### src/rtl/zone_event_logger.sv
`default_nettype none
// ============================================================================
// Module   : zone_event_logger
// Brief    : Timestamps every zone-code change and queues {ts, old, new, price}
//            records in a FIFO drained over valid/ready; drops are counted.
// Revision : 1.0  initial release
// ============================================================================
module zone_event_logger #(
  parameter int TS_WIDTH = 16,
  parameter int DEPTH    = 8,
  parameter int DROP_W   = 8
) (
  input  logic                       clk,
  input  logic                       reset,
  input  logic [1:0]                 zone,
  input  logic [7:0]                 price,
  input  logic                       evt_ready,
  input  logic                       clr_overflow,
  output logic                       evt_valid,
  output logic [TS_WIDTH+11:0]       evt_data,
  output logic [$clog2(DEPTH+1)-1:0] fill,
  output logic                       overflow,
  output logic [DROP_W-1:0]          drop_count
);

  localparam int c_AW = $clog2(DEPTH);
  localparam int c_FW = $clog2(DEPTH + 1);
  localparam int c_RW = TS_WIDTH + 12;
  localparam logic [c_FW-1:0] c_FULL = c_FW'(DEPTH);

  logic [TS_WIDTH-1:0] r_ts;
  logic [1:0]          r_prev_zone;
  logic [c_RW-1:0]     r_mem [DEPTH];
  logic [c_AW-1:0]     r_wr_ptr;
  logic [c_AW-1:0]     r_rd_ptr;
  logic [c_FW-1:0]     r_fill;
  logic                r_overflow;
  logic [DROP_W-1:0]   r_drop_count;

  logic                w_event;
  logic                w_pop;
  logic                w_push;
  logic                w_drop;
  logic [c_RW-1:0]     w_record;

  assign w_event  = (zone != r_prev_zone);
  assign w_pop    = (r_fill != '0) && evt_ready;
  // A full FIFO still accepts a push when the head leaves on the same edge.
  assign w_push   = w_event && ((r_fill < c_FULL) || w_pop);
  assign w_drop   = w_event && !w_push;
  assign w_record = {r_ts, r_prev_zone, zone, price};

  always_ff @(posedge clk) begin
    if (reset) begin
      r_ts        <= '0;
      r_prev_zone <= 2'b00;
    end else begin
      r_ts        <= r_ts + TS_WIDTH'(1);
      r_prev_zone <= zone;
    end
  end

  // Storage carries no reset; emptiness is defined by the pointers and fill.
  always_ff @(posedge clk) begin
    if (!reset && w_push) begin
      r_mem[r_wr_ptr] <= w_record;
    end
  end

  always_ff @(posedge clk) begin
    if (reset) begin
      r_wr_ptr <= '0;
      r_rd_ptr <= '0;
      r_fill   <= '0;
    end else begin
      if (w_push) begin
        r_wr_ptr <= r_wr_ptr + c_AW'(1);
      end
      if (w_pop) begin
        r_rd_ptr <= r_rd_ptr + c_AW'(1);
      end
      if (w_push && !w_pop) begin
        r_fill <= r_fill + c_FW'(1);
      end else if (!w_push && w_pop) begin
        r_fill <= r_fill - c_FW'(1);
      end
    end
  end

  // A drop on the clearing edge wins, restarting the count at one.
  always_ff @(posedge clk) begin
    if (reset) begin
      r_overflow   <= 1'b0;
      r_drop_count <= '0;
    end else if (w_drop) begin
      r_overflow <= 1'b1;
      if (clr_overflow) begin
        r_drop_count <= DROP_W'(1);
      end else if (r_drop_count != '1) begin
        r_drop_count <= r_drop_count + DROP_W'(1);
      end
    end else if (clr_overflow) begin
      r_overflow   <= 1'b0;
      r_drop_count <= '0;
    end
  end

  assign evt_valid  = (r_fill != '0);
  assign evt_data   = r_mem[r_rd_ptr];
  assign fill       = r_fill;
  assign overflow   = r_overflow;
  assign drop_count = r_drop_count;

endmodule
`default_nettype wire

### config.mk
export PLATFORM = sky130hd
export DESIGN_NAME = zone_event_logger
export DESIGN_NICKNAME = d
export VERILOG_FILES = /design/src/rtl/zone_event_logger.sv
export SDC_FILE = /design/constraint.sdc
export NUM_CORES = 1
export LEC_CHECK = 0
export ABC_AREA = 1
export CORE_MARGIN = 4
export CORE_UTILIZATION = 50
export CTS_CLUSTER_SIZE = 28
export DETAILED_ROUTE_END_ITERATION = 16
export PLACE_DENSITY = 0.68
export SLEW_MARGIN = 20
export SYNTH_ARGS = -nofsm -noshare
export SYNTH_HDL_FRONTEND = slang
export SYNTH_SLANG_ARGS = --single-unit
### constraint.sdc
create_clock -name clk -period 4.3 [get_ports clk]
set_input_delay 0.86 -clock clk [delete_from_list [all_inputs] [get_ports clk]]
set_output_delay 0.86 -clock clk [all_outputs]
set_load 0.05 [all_outputs]
* Yosys cells after proc, flatten, opt, wreduce, memory -nomap -nowiden *
Memories as Yosys holds them, arrays and structs flattened. A register that Yosys moved wholly into a read port is not among the register bits.
Cells that the tools add are included.

word-level totals
  flip-flop bits (word level) = 37
  RAM bits = 224
  input port bits = 14
  output and inout bits = 42
  memories kept = 1

memories
  name   words  bits a word  rd ports  clocked after Yosys merged registers in  wr ports  RTL line  source
  r_mem  8      28           1         1                                        1         33        logic [c_RW-1:0] r_mem [DEPTH];

cells by class
  add/subtract/negate cells = 6
  magnitude comparators = 1
  equal/unequal tests = 2
  mux-type cells = 12
  reduce and logical (&&, ||, !) cells = 15

operator list
  kind                                                                 number
  8-bit 2-to-1 mux                                                     4
  16-bit by 1-bit adder with 16-bit output (second input constant)     1
  8-bit by 1-bit adder with 8-bit output (second input constant)       1
  4-bit 2-to-1 mux                                                     2
  8-bit inequality test (second input constant)                        1
  3-bit by 1-bit adder with 3-bit output (second input constant)       2
  1-bit logical AND                                                    6
  3-bit 2-to-1 mux                                                     2
  2-bit nonzero test                                                   3
  4-bit by 1-bit adder with 4-bit output (second input constant)       1
  4-bit < comparator (second input constant)                           1
  1-bit 2-to-1 mux                                                     4
  4-bit nonzero test                                                   1
  4-bit by 1-bit subtractor with 4-bit output (second input constant)  1
  1-bit zero test                                                      3
  2-bit inequality test                                                1
  2-bit AND reduction                                                  1
  1-bit logical OR                                                     1

* Longest topological paths before layout *
Gate-level depths: netlist of the first run.

  depth in word-level cells = 8
  depth in mapped cells = 16

* Least setup slack after synthesis of the first run *
No wires, ideal clock.

  path kind = reg-to-reg
  from = register r_fill[1] (netlist: fill[1])
  to = memory r_mem[6][0] (netlist name) (enable)
  library setup time = 0.448 ns
  data arrival time = 3.501 ns
  setup slack = 0.350 ns
  stages on the path, launching flop included = 9
  clock period less this slack = 3.950 ns
  cell sequence = dfxtp_1 > nor2_1 > nand2_2 > nand2_4 > nand2_2 > nand2_2 > inv_2 > nand2_1 > nor3_1

between the ends
  cells in the longest elaborated chain, start to end = 7
  elaborated cells on any way between the ends = 8
  classes of those cells = order compare: 1; mux: 2; reduce/logical: 5

ends and longest elaborated chain
  element                                 RTL line  source
  start: declaration                      36        logic [c_FW-1:0] r_fill;
  start signal: assignment                83        r_fill <= r_fill + c_FW'(1);
  start signal: assignment                85        r_fill <= r_fill - c_FW'(1);
  4-bit nonzero test                      -
  net evt_valid                           19        output logic evt_valid,
  1-bit logical AND                       47        assign w_pop = (r_fill != '0) && evt_ready;
  1-bit logical OR                        49        assign w_push = w_event && ((r_fill < c_FULL) || w_pop);
  1-bit logical AND                       49
  1-bit logical AND                       65        if (!reset && w_push) begin
  1-bit 2-to-1 mux                        65
  1-bit 2-to-1 mux (implied by the code)  66        r_mem[r_wr_ptr] <= w_record;
  end: declaration                        33

The timed path passes the listed nets, and every way through them passes these cells.

==> results of run 1 <==
-- registers in the layout (all words and copies together), names as in the netlist, named ones only --
| register | count |
|---|---|
| r_mem | 224 |
| r_ts | 16 |
| drop_count | 8 |
| fill | 4 |
| r_rd_ptr | 3 |
| r_wr_ptr | 3 |
| r_prev_zone | 2 |
| overflow | 1 |
-- critical path: stages (launching register included) --
cell             delay [ns]
dfxtp_4                0.58
buf_4                  0.40
nor2_1                 0.10
o32ai_1                0.29
nand2_1                0.08
nand2_1                0.12
clkdlybuf4s50_1        0.81
-- how the worst max path moves through the flow --
stage                         start               endpoint  slack (ns)  depth (start not counted)
2_1_floorplan  fill[1]$_SDFFE_PP0P_  r_mem[6][0]$_DFFE_PP_        0.35                          8
3_3_place_gp                zone[0]   fill[3]$_SDFFE_PP0P_        0.85                         17
3_5_place_dp                zone[0]   fill[3]$_SDFFE_PP0P_        0.75                         17
4_1_cts                        flop           evt_data[14]        0.47                          6
5_1_grt                        flop           evt_data[14]        0.29                          6
6_report                       flop           evt_data[14]        0.52                          6
-- power breakdown --
part           internal (mW)  switching, mW  total (mW)
sequential              2.92         0.0975        3.01
clock                   1.21          0.868        2.08
combinational          0.651           1.38        2.03
total                   4.77           2.35        7.12
-- layer usage --
layer	wire length [um]	track usage [%]	share of wire, %	vias to the layer above
met5	0	0	0	-
met3	1050	2.77	4.9	21
met1	9770	24.3	46	3258
li1	-	-	-	3290
met4	279	4.84	1.3	0
met2	10100	30.2	48	162
-- cells by family after synthesis --
| logic type | after synthesis | share of synthesized area (%) |
|---|---|---|
| AOI/OAI and AO/OA | 155 | 9.48 |
| xor gates and xnor gates | 5 | 0.414 |
| adders and majority gates | 8 | 1.02 |
| buffers and inverters | 80 | 3.39 |
| DFF | 264 | 71.1 |
| and+or+nand+nor | 384 | 14.5 |
-- cells in the final DEF (no fill, tap or decap), types with 10 or more instances in the layout --
| master | n |
|---|---|
| edfxtp_1 | 224 |
| inv_1 | 31 |
| clkbuf_16 | 27 |
| nand3_1 | 11 |
| nor2_1 | 201 |
| o21ai_0 | 68 |
| a21oi_1 | 24 |
| dfxtp_1 | 38 |
| buf_4 | 13 |
| o32ai_1 | 56 |
| nand2_1 | 137 |
| clkbuf_1 | 10 |
| clkdlybuf4s50_1 | 55 |
-- per-stage QoR --
| step | hold slack [ns] | util [%] | area (um2) | cells |
|---|---|---|---|---|
| floorplan | 0.433 | - | 10600 | 896 |
| global placement | 0.450 | 55.9 | 11500 | 1193 |
| detailed placement | 0.458 | 55.9 | 11500 | 1193 |
| CTS | 0.462 | 59.7 | 12200 | 1239 |
| global route | 0.497 | 59.7 | 12200 | 1239 |
| finish | 0.459 | 59.7 | 12200 | 1239 |
-- cell type report --
cell class / count / area (um2) / area share [%]
clock buffer: 37 / 713 / 5.83
multi-input combinational: 552 / 2740 / 22.4
tap: 270 / 338 / 2.76
clock inverter: 9 / 67.6 / 0.552
timing repair buffer: 71 / 708 / 5.79
inverter: 36 / 136 / 1.11
sequential: 264 / 7530 / 61.5
==> summary.txt, run 1 <==
Status
  – Result of the run: finished, final reports clean

Power
  – VDD IR max: 0.444 mV
  – Final Total Pwr: 7.12 mW
  – Leak Pwr: 4.35 nW
  – Cell Pwr Density: 582 nW/um2

STA
  – Post-Route Skew: 0.0147 ns
  – Count of pins over their slew limit: 0
  – Final Hold Vio Count: 0
  – # setup viols final: 0
  – Share of the clock period used by the worst path: 87.8%
  – Max-Slew Margin vs Limit: 55.4%
  – Setup slack of the critical path after layout: 0.523 ns
  – Unrepaired setup endpoints after global routing: false
  – Final critical delay including setup and external delays: 3.78 ns
  – Total Neg Setup Slack: 0 ns
  – Fmax: 265 MHz
  – Pin slew with the least headroom to its limit: 0.668 ns

Critical path
  – R2R Path Start: r_prev_zone[1]$_SDFF_PP0_
  – CP Data Required Time: 3.44 ns
  – Worst EP arrival: 2.92 ns
  – Capturing point of the worst reg2reg path: fill[3]$_SDFFE_PP0P_
  – CP Launch Type: flop
  – Reg2Reg Depth: 16
  – Worst-case register-to-register setup slack: 1.78 ns
  – Max FO, Critical Path: 34
  – WS Path Type: reg2out
  – Element type at the critical path end: primary output

Detailed routing
  – Routed WL: 21.2 mm
  – Detail-routed via count per cell: 5.43
  – Post-route ant nets: 0
  – Iter 0 DRT Violations: 522
  – Per-cell routed wire length: 17.1 um
  – # DRC: 0
  – Via count: 6,731
  – Number of optimization iterations in the first detailed-route pass: 5

Global routing
  – First-pass GRT wire length: 34.1 mm
  – Total routing usage reported by global routing: 17.8%
  – Overflow after GRT: 0
  – Number of antenna violations at the first check in global routing: 0
  – Via count of the first global-routing pass: 6,576
  – Maximum number of pins on one net before global-route repair: 113

Cells and area
  – Syn-to-layout area delta: 15.7%
  – Fill count: 1,637
  – NumNets Final: 974
  – Share of post-route cells with drive strength above 1: 8.15%
  – Count of inserted antenna diode cells: 0

Synthesis
  – Area fraction of the dominant cell type after synthesis: 63.6%
  – Share of synthesized area occupied by flip-flops and latches: 71.1%
  – Synth top area cells: edfxtp_1 (64%), dfxtp_1 (7.6%), nor2_1 (7.3%), nand2_1 (4.9%), o32ai_1 (4.6%)
  – Library cell occupying the most area in the post-synthesis netlist: edfxtp_1
  – Post-Syn Area per Cell: 11.8 um2
  – Count of different cell masters after synthesis: 34
  – FFs w/ async S/R, synth: 0%
  – Seq cells post-synth: 264
  – Primary FF master, synth: edfxtp_1
  – Synthesized cell area: 10,600 um2
  – Count of synthesis-stage warnings from yosys: 0
  – Most frequent cell after synthesis: edfxtp_1
  – Number of flops mapped to enable cells by yosys: 224
  – Post-synth top cells: edfxtp_1 (224), nor2_1 (205), nand2_1 (137), o21ai_0 (68), o32ai_1 (56)
  – Syn_nets: 918
  – Instance count of the mapped netlist: 896

Clock network
  – Clk sink count: 264
  – CTS tree: done
  – Cts bufs inserted: 27
  – Count of hold buffers inserted by post-cts repair: 0
  – Buffer levels on the longest clock path: 3
  – Clock-pin slew of the registers on the worst-case setup and hold paths: 0.06 ns
  – Post-CTS Setup Bufs: 0
  – Later-pin clock latency in the skew report: 0.52 ns
  – Number of H-tree branching levels: 1
  – CTS root buffer: clkbuf_16
  – Gates resized, CTS repair: 0

Worst hold path
  – Hold-critical path endpoint: r_rd_ptr[2]$_SDFFE_PP0P_
  – Startpoint of the worst hold path: r_rd_ptr[2]$_SDFFE_PP0P_
  – Worst min-delay path category: reg2reg
  – Worst Hold Depth: 2

Floorplanning
  – Die area: 23,600 um2
  – # IOs: 56
  – Die boundary width: 153 um
  – Number of standard-cell rows in the floorplan: 52
  – Area of the placeable core: 20,500 um2
  – Initial core utilization: 51.6%
  – Die H: 153 um

Flow run
  – Number of violations of the max-capacitance limit: 0

Placed design
  – Half-perimeter wire length after placement: 11.3 mm
  – Worst setup timing slack at the placement stage: 0.753 ns
  – GPL Wtd Cong: 0.818
  – Number of input and output port buffers inserted: 55
No activity file was read; power rests on OpenSTA's default activity.
==> run 2, diff against run 1 <==
CORE_MARGIN = 2   (was 4)
==> run 2 against run 1 <==
Net effect:
- die area fell by 5.1%
- non-clock buffer count increased by 1
- critical path type unchanged
- combinational power is essentially flat
- power grew 2.3%
- sequential cell count is the same
- core utilization is 0.49 points lower
- critical path depth up 1
- maximum frequency grew 2.4%
- hold slack gained 0.023 ns
- first-iteration DRC count down 7.3%
- highest routed layer unchanged
- sequential power barely moved
- global-route usage is 1.7 points higher
==> summary.txt, run 2 (synthesis gave the netlist of run 1 again) <==
Placed design
  – Number of input and output port buffers inserted: 55 (unchanged)
  – Half-perimeter wire length after placement: 11.2 mm (was 11.3 mm)
  – Worst setup timing slack at the placement stage: 0.675 ns (was 0.753 ns)
  – GPL Wtd Cong: 0.795 (was 0.818)
  – Total placed instance area: 11,500 um2 (about the same)

Cells and area
  – Max FFs per register: 224 (unchanged)
  – NumNets Final: 975 (was 974)
  – Fill count: 1,705 (was 1,637)
  – Syn-to-layout area delta: 16.9% (was 15.7%)
  – Most common cell after layout, fill and taps aside: edfxtp_1 (unchanged)
  – Post-Layout Inst Area: 12,400 um2 (was 12,200 um2)
  – Most flop-heavy register: r_mem (unchanged)
  – Share of post-route cells with drive strength above 1: 9.15% (was 8.15%)
  – Count of inserted antenna diode cells: 0 (unchanged)
  – Highest-count cells in the layout ignoring fill and taps: edfxtp_1 (224), nor2_1 (201), nand2_1 (137) (unchanged)

Clock network
  – CTS root buffer: clkbuf_16 (unchanged)
  – Count of hold buffers inserted by post-cts repair: 0 (unchanged)
  – Gates resized, CTS repair: 0 (unchanged)
  – Clk sink count: 264 (unchanged)
  – Later-pin clock latency in the skew report: 0.52 ns (about the same)
  – Buffer levels on the longest clock path: 3 (unchanged)
  – Number of H-tree branching levels: 1 (unchanged)
  – Cts bufs inserted: 27 (unchanged)
  – Post-CTS Setup Bufs: 0 (unchanged)
  – CTS tree: done (unchanged)
  – Clock-pin slew of the registers on the worst-case setup and hold paths: 0.06 ns (about the same)

Power
  – Proportion of power drawn by the clock network: 30.8% (was 29.1%)
  – Final Total Pwr: 7.28 mW (was 7.12 mW)
  – Switching part of the total power: 32.8% (was 33.0%)
  – Power share of the sequential group: 41.0% (was 42.3%)
  – Sw power: 2.39 mW (was 2.35 mW)
  – Cell Pwr Density: 589 nW/um2 (was 582 nW/um2)
  – VDD IR max: 0.484 mV (was 0.444 mV)
  – Combinational Power Share: 28.2% (was 28.6%)
  – Power Internal: 4.89 mW (was 4.77 mW)
  – Leak Pwr: 4.41 nW (was 4.35 nW)

Global routing
  – Number of antenna violations at the first check in global routing: 0 (unchanged)
  – First-pass GRT wire length: 33.8 mm (was 34.1 mm)
  – Maximum number of pins on one net before global-route repair: 113 (unchanged)
  – Via count of the first global-routing pass: 6,515 (was 6,576)
  – Overflow after GRT: 0 (unchanged)
  – Total routing usage reported by global routing: 19.5% (was 17.8%)

Floorplanning
  – Number of standard-cell rows in the floorplan: 53 (was 52)
  – # IOs: 56 (unchanged)
  – Area of the placeable core: 20,900 um2 (was 20,500 um2)
  – Die H: 149 um (was 153 um)
  – Initial core utilization: 50.6% (was 51.6%)
  – Die area: 22,300 um2 (was 23,600 um2)
  – Die boundary width: 149 um (was 153 um)

STA
  – Post-Route Skew: 0.0166 ns (was 0.0147 ns)
  – Pin slew with the least headroom to its limit: 0.708 ns (was 0.668 ns)
  – Setup slack of the critical path after layout: 0.613 ns (was 0.523 ns)
  – Final critical delay including setup and external delays: 3.69 ns (was 3.78 ns)
  – # setup viols final: 0 (unchanged)
  – Fmax: 271 MHz (was 265 MHz)
  – Unrepaired setup endpoints after global routing: false (unchanged)
  – Final Hold Vio Count: 0 (unchanged)
  – Total Neg Setup Slack: 0 ns (unchanged)
  – Share of the clock period used by the worst path: 85.8% (was 87.8%)
  – Max-Slew Margin vs Limit: 52.7% (was 55.4%)
  – Count of pins over their slew limit: 0 (unchanged)

Worst hold path
  – Worst min-delay path category: reg2reg (unchanged)

Detailed routing
  – Number of optimization iterations in the first detailed-route pass: 7 (was 5)
  – Via count: 6,754 (was 6,731)
  – Routed WL: 21.4 mm (was 21.2 mm)
  – Post-route ant nets: 0 (unchanged)
  – Iter 0 DRT Violations: 484 (was 522)
  – # DRC: 0 (unchanged)
  – Detail-routed via count per cell: 5.41 (was 5.43)
  – Per-cell routed wire length: 17.2 um (was 17.1 um)

Critical path
  – Standard cell with the maximum stage delay on the critical path: clkdlybuf4s50_1 (unchanged)
  – Element type at the critical path end: primary output (unchanged)
  – Cells along the critical path: clkinv_2 > buf_12 > nor2_1 > o32ai_1 > nand2_1 > nand2_1 > clkdlybuf4s50_1 (was buf_4 > nor2_1 > o32ai_1 > nand2_1 > nand2_1 > clkdlybuf4s50_1)
  – Max FO, Critical Path: 72 (was 34)
  – Worst EP arrival: 2.83 ns (was 2.92 ns)
  – Largest stage delay on the critical path: 0.81 ns (about the same)
  – CP Launch Type: flop (unchanged)
  – WS Path Type: reg2out (unchanged)
  – CP Data Required Time: 3.44 ns (about the same)
  – Most frequent CP cell: nand2_1 (unchanged)

Flow run
  – Number of violations of the max-capacitance limit: 0 (unchanged)

Status
  – Result of the run: finished, final reports clean (unchanged)
## run 2: power by group through the flow
| stage | Combinational [mW] | Sequential (mW) | Clock [mW] |
|---|---|---|---|
| 2_1_floorplan | 1.41 | 3.09 | 0 |
| 5_1_grt | 2.23 | 3.00 | 2.40 |
| 3_5_place_dp | 2.06 | 3.04 | 0 |
| 4_1_cts | 2.07 | 2.99 | 2.29 |
| 6_report | 2.05 | 2.99 | 2.25 |
| 3_3_place_gp | 2.05 | 3.04 | 0 |
## run 2: per-layer routing
layer	share of wire, %	track usage (%)
met1	46	26.8
met2	48	32.5
met3	5.1	3.26
met4	1.5	5.14
met5	0	0
## run 2: metrics by stage
stage / std cells / util, % / hold WS [ns]
2_1_floorplan: 896 / - / 0.433
3_3_place_gp: 1199 / 55.0 / 0.465
3_5_place_dp: 1199 / 55.0 / 0.474
6_report: 1248 / 59.2 / 0.482
4_1_cts: 1248 / 59.2 / 0.486
5_1_grt: 1248 / 59.2 / 0.498
## run 2: path summary, 6_finish.rpt
kind                                    to  cells after the start  slack (ns)                 startpoint
setup reg to reg      fill[3]$_SDFFE_PP0P_                     16        1.73  r_prev_zone[1]$_SDFF_PP0_
hold reg to reg   r_rd_ptr[0]$_SDFFE_PP0P_                      1        0.48   r_rd_ptr[0]$_SDFFE_PP0P_
hold / removal    r_rd_ptr[0]$_SDFFE_PP0P_                      1        0.48   r_rd_ptr[0]$_SDFFE_PP0P_
setup / recovery              evt_data[26]                      7        0.61                       flop
## run 2: worst max-delay path, delay by kind of cell, from the launching register on
family | cells | cell delay (ns)
flip-flops | 1 | 0.36
AO/OA/AOI/OAI | 1 | 0.27
buffers and inverters | 3 | 1.37
AND/OR/NAND/NOR | 3 | 0.30
## run 2: area by class of cell
cell class              count  area, um2  share of cell area [%]
flip-flops and latches    264       7530                    60.9
multi-input cells         552       2740                    22.2
clock buffers              38        787                    6.36
repair buffers             72        741                    5.99
well taps                 275        344                    2.78
inverters                  36        136                    1.10
clock inverters            11       87.6                   0.708
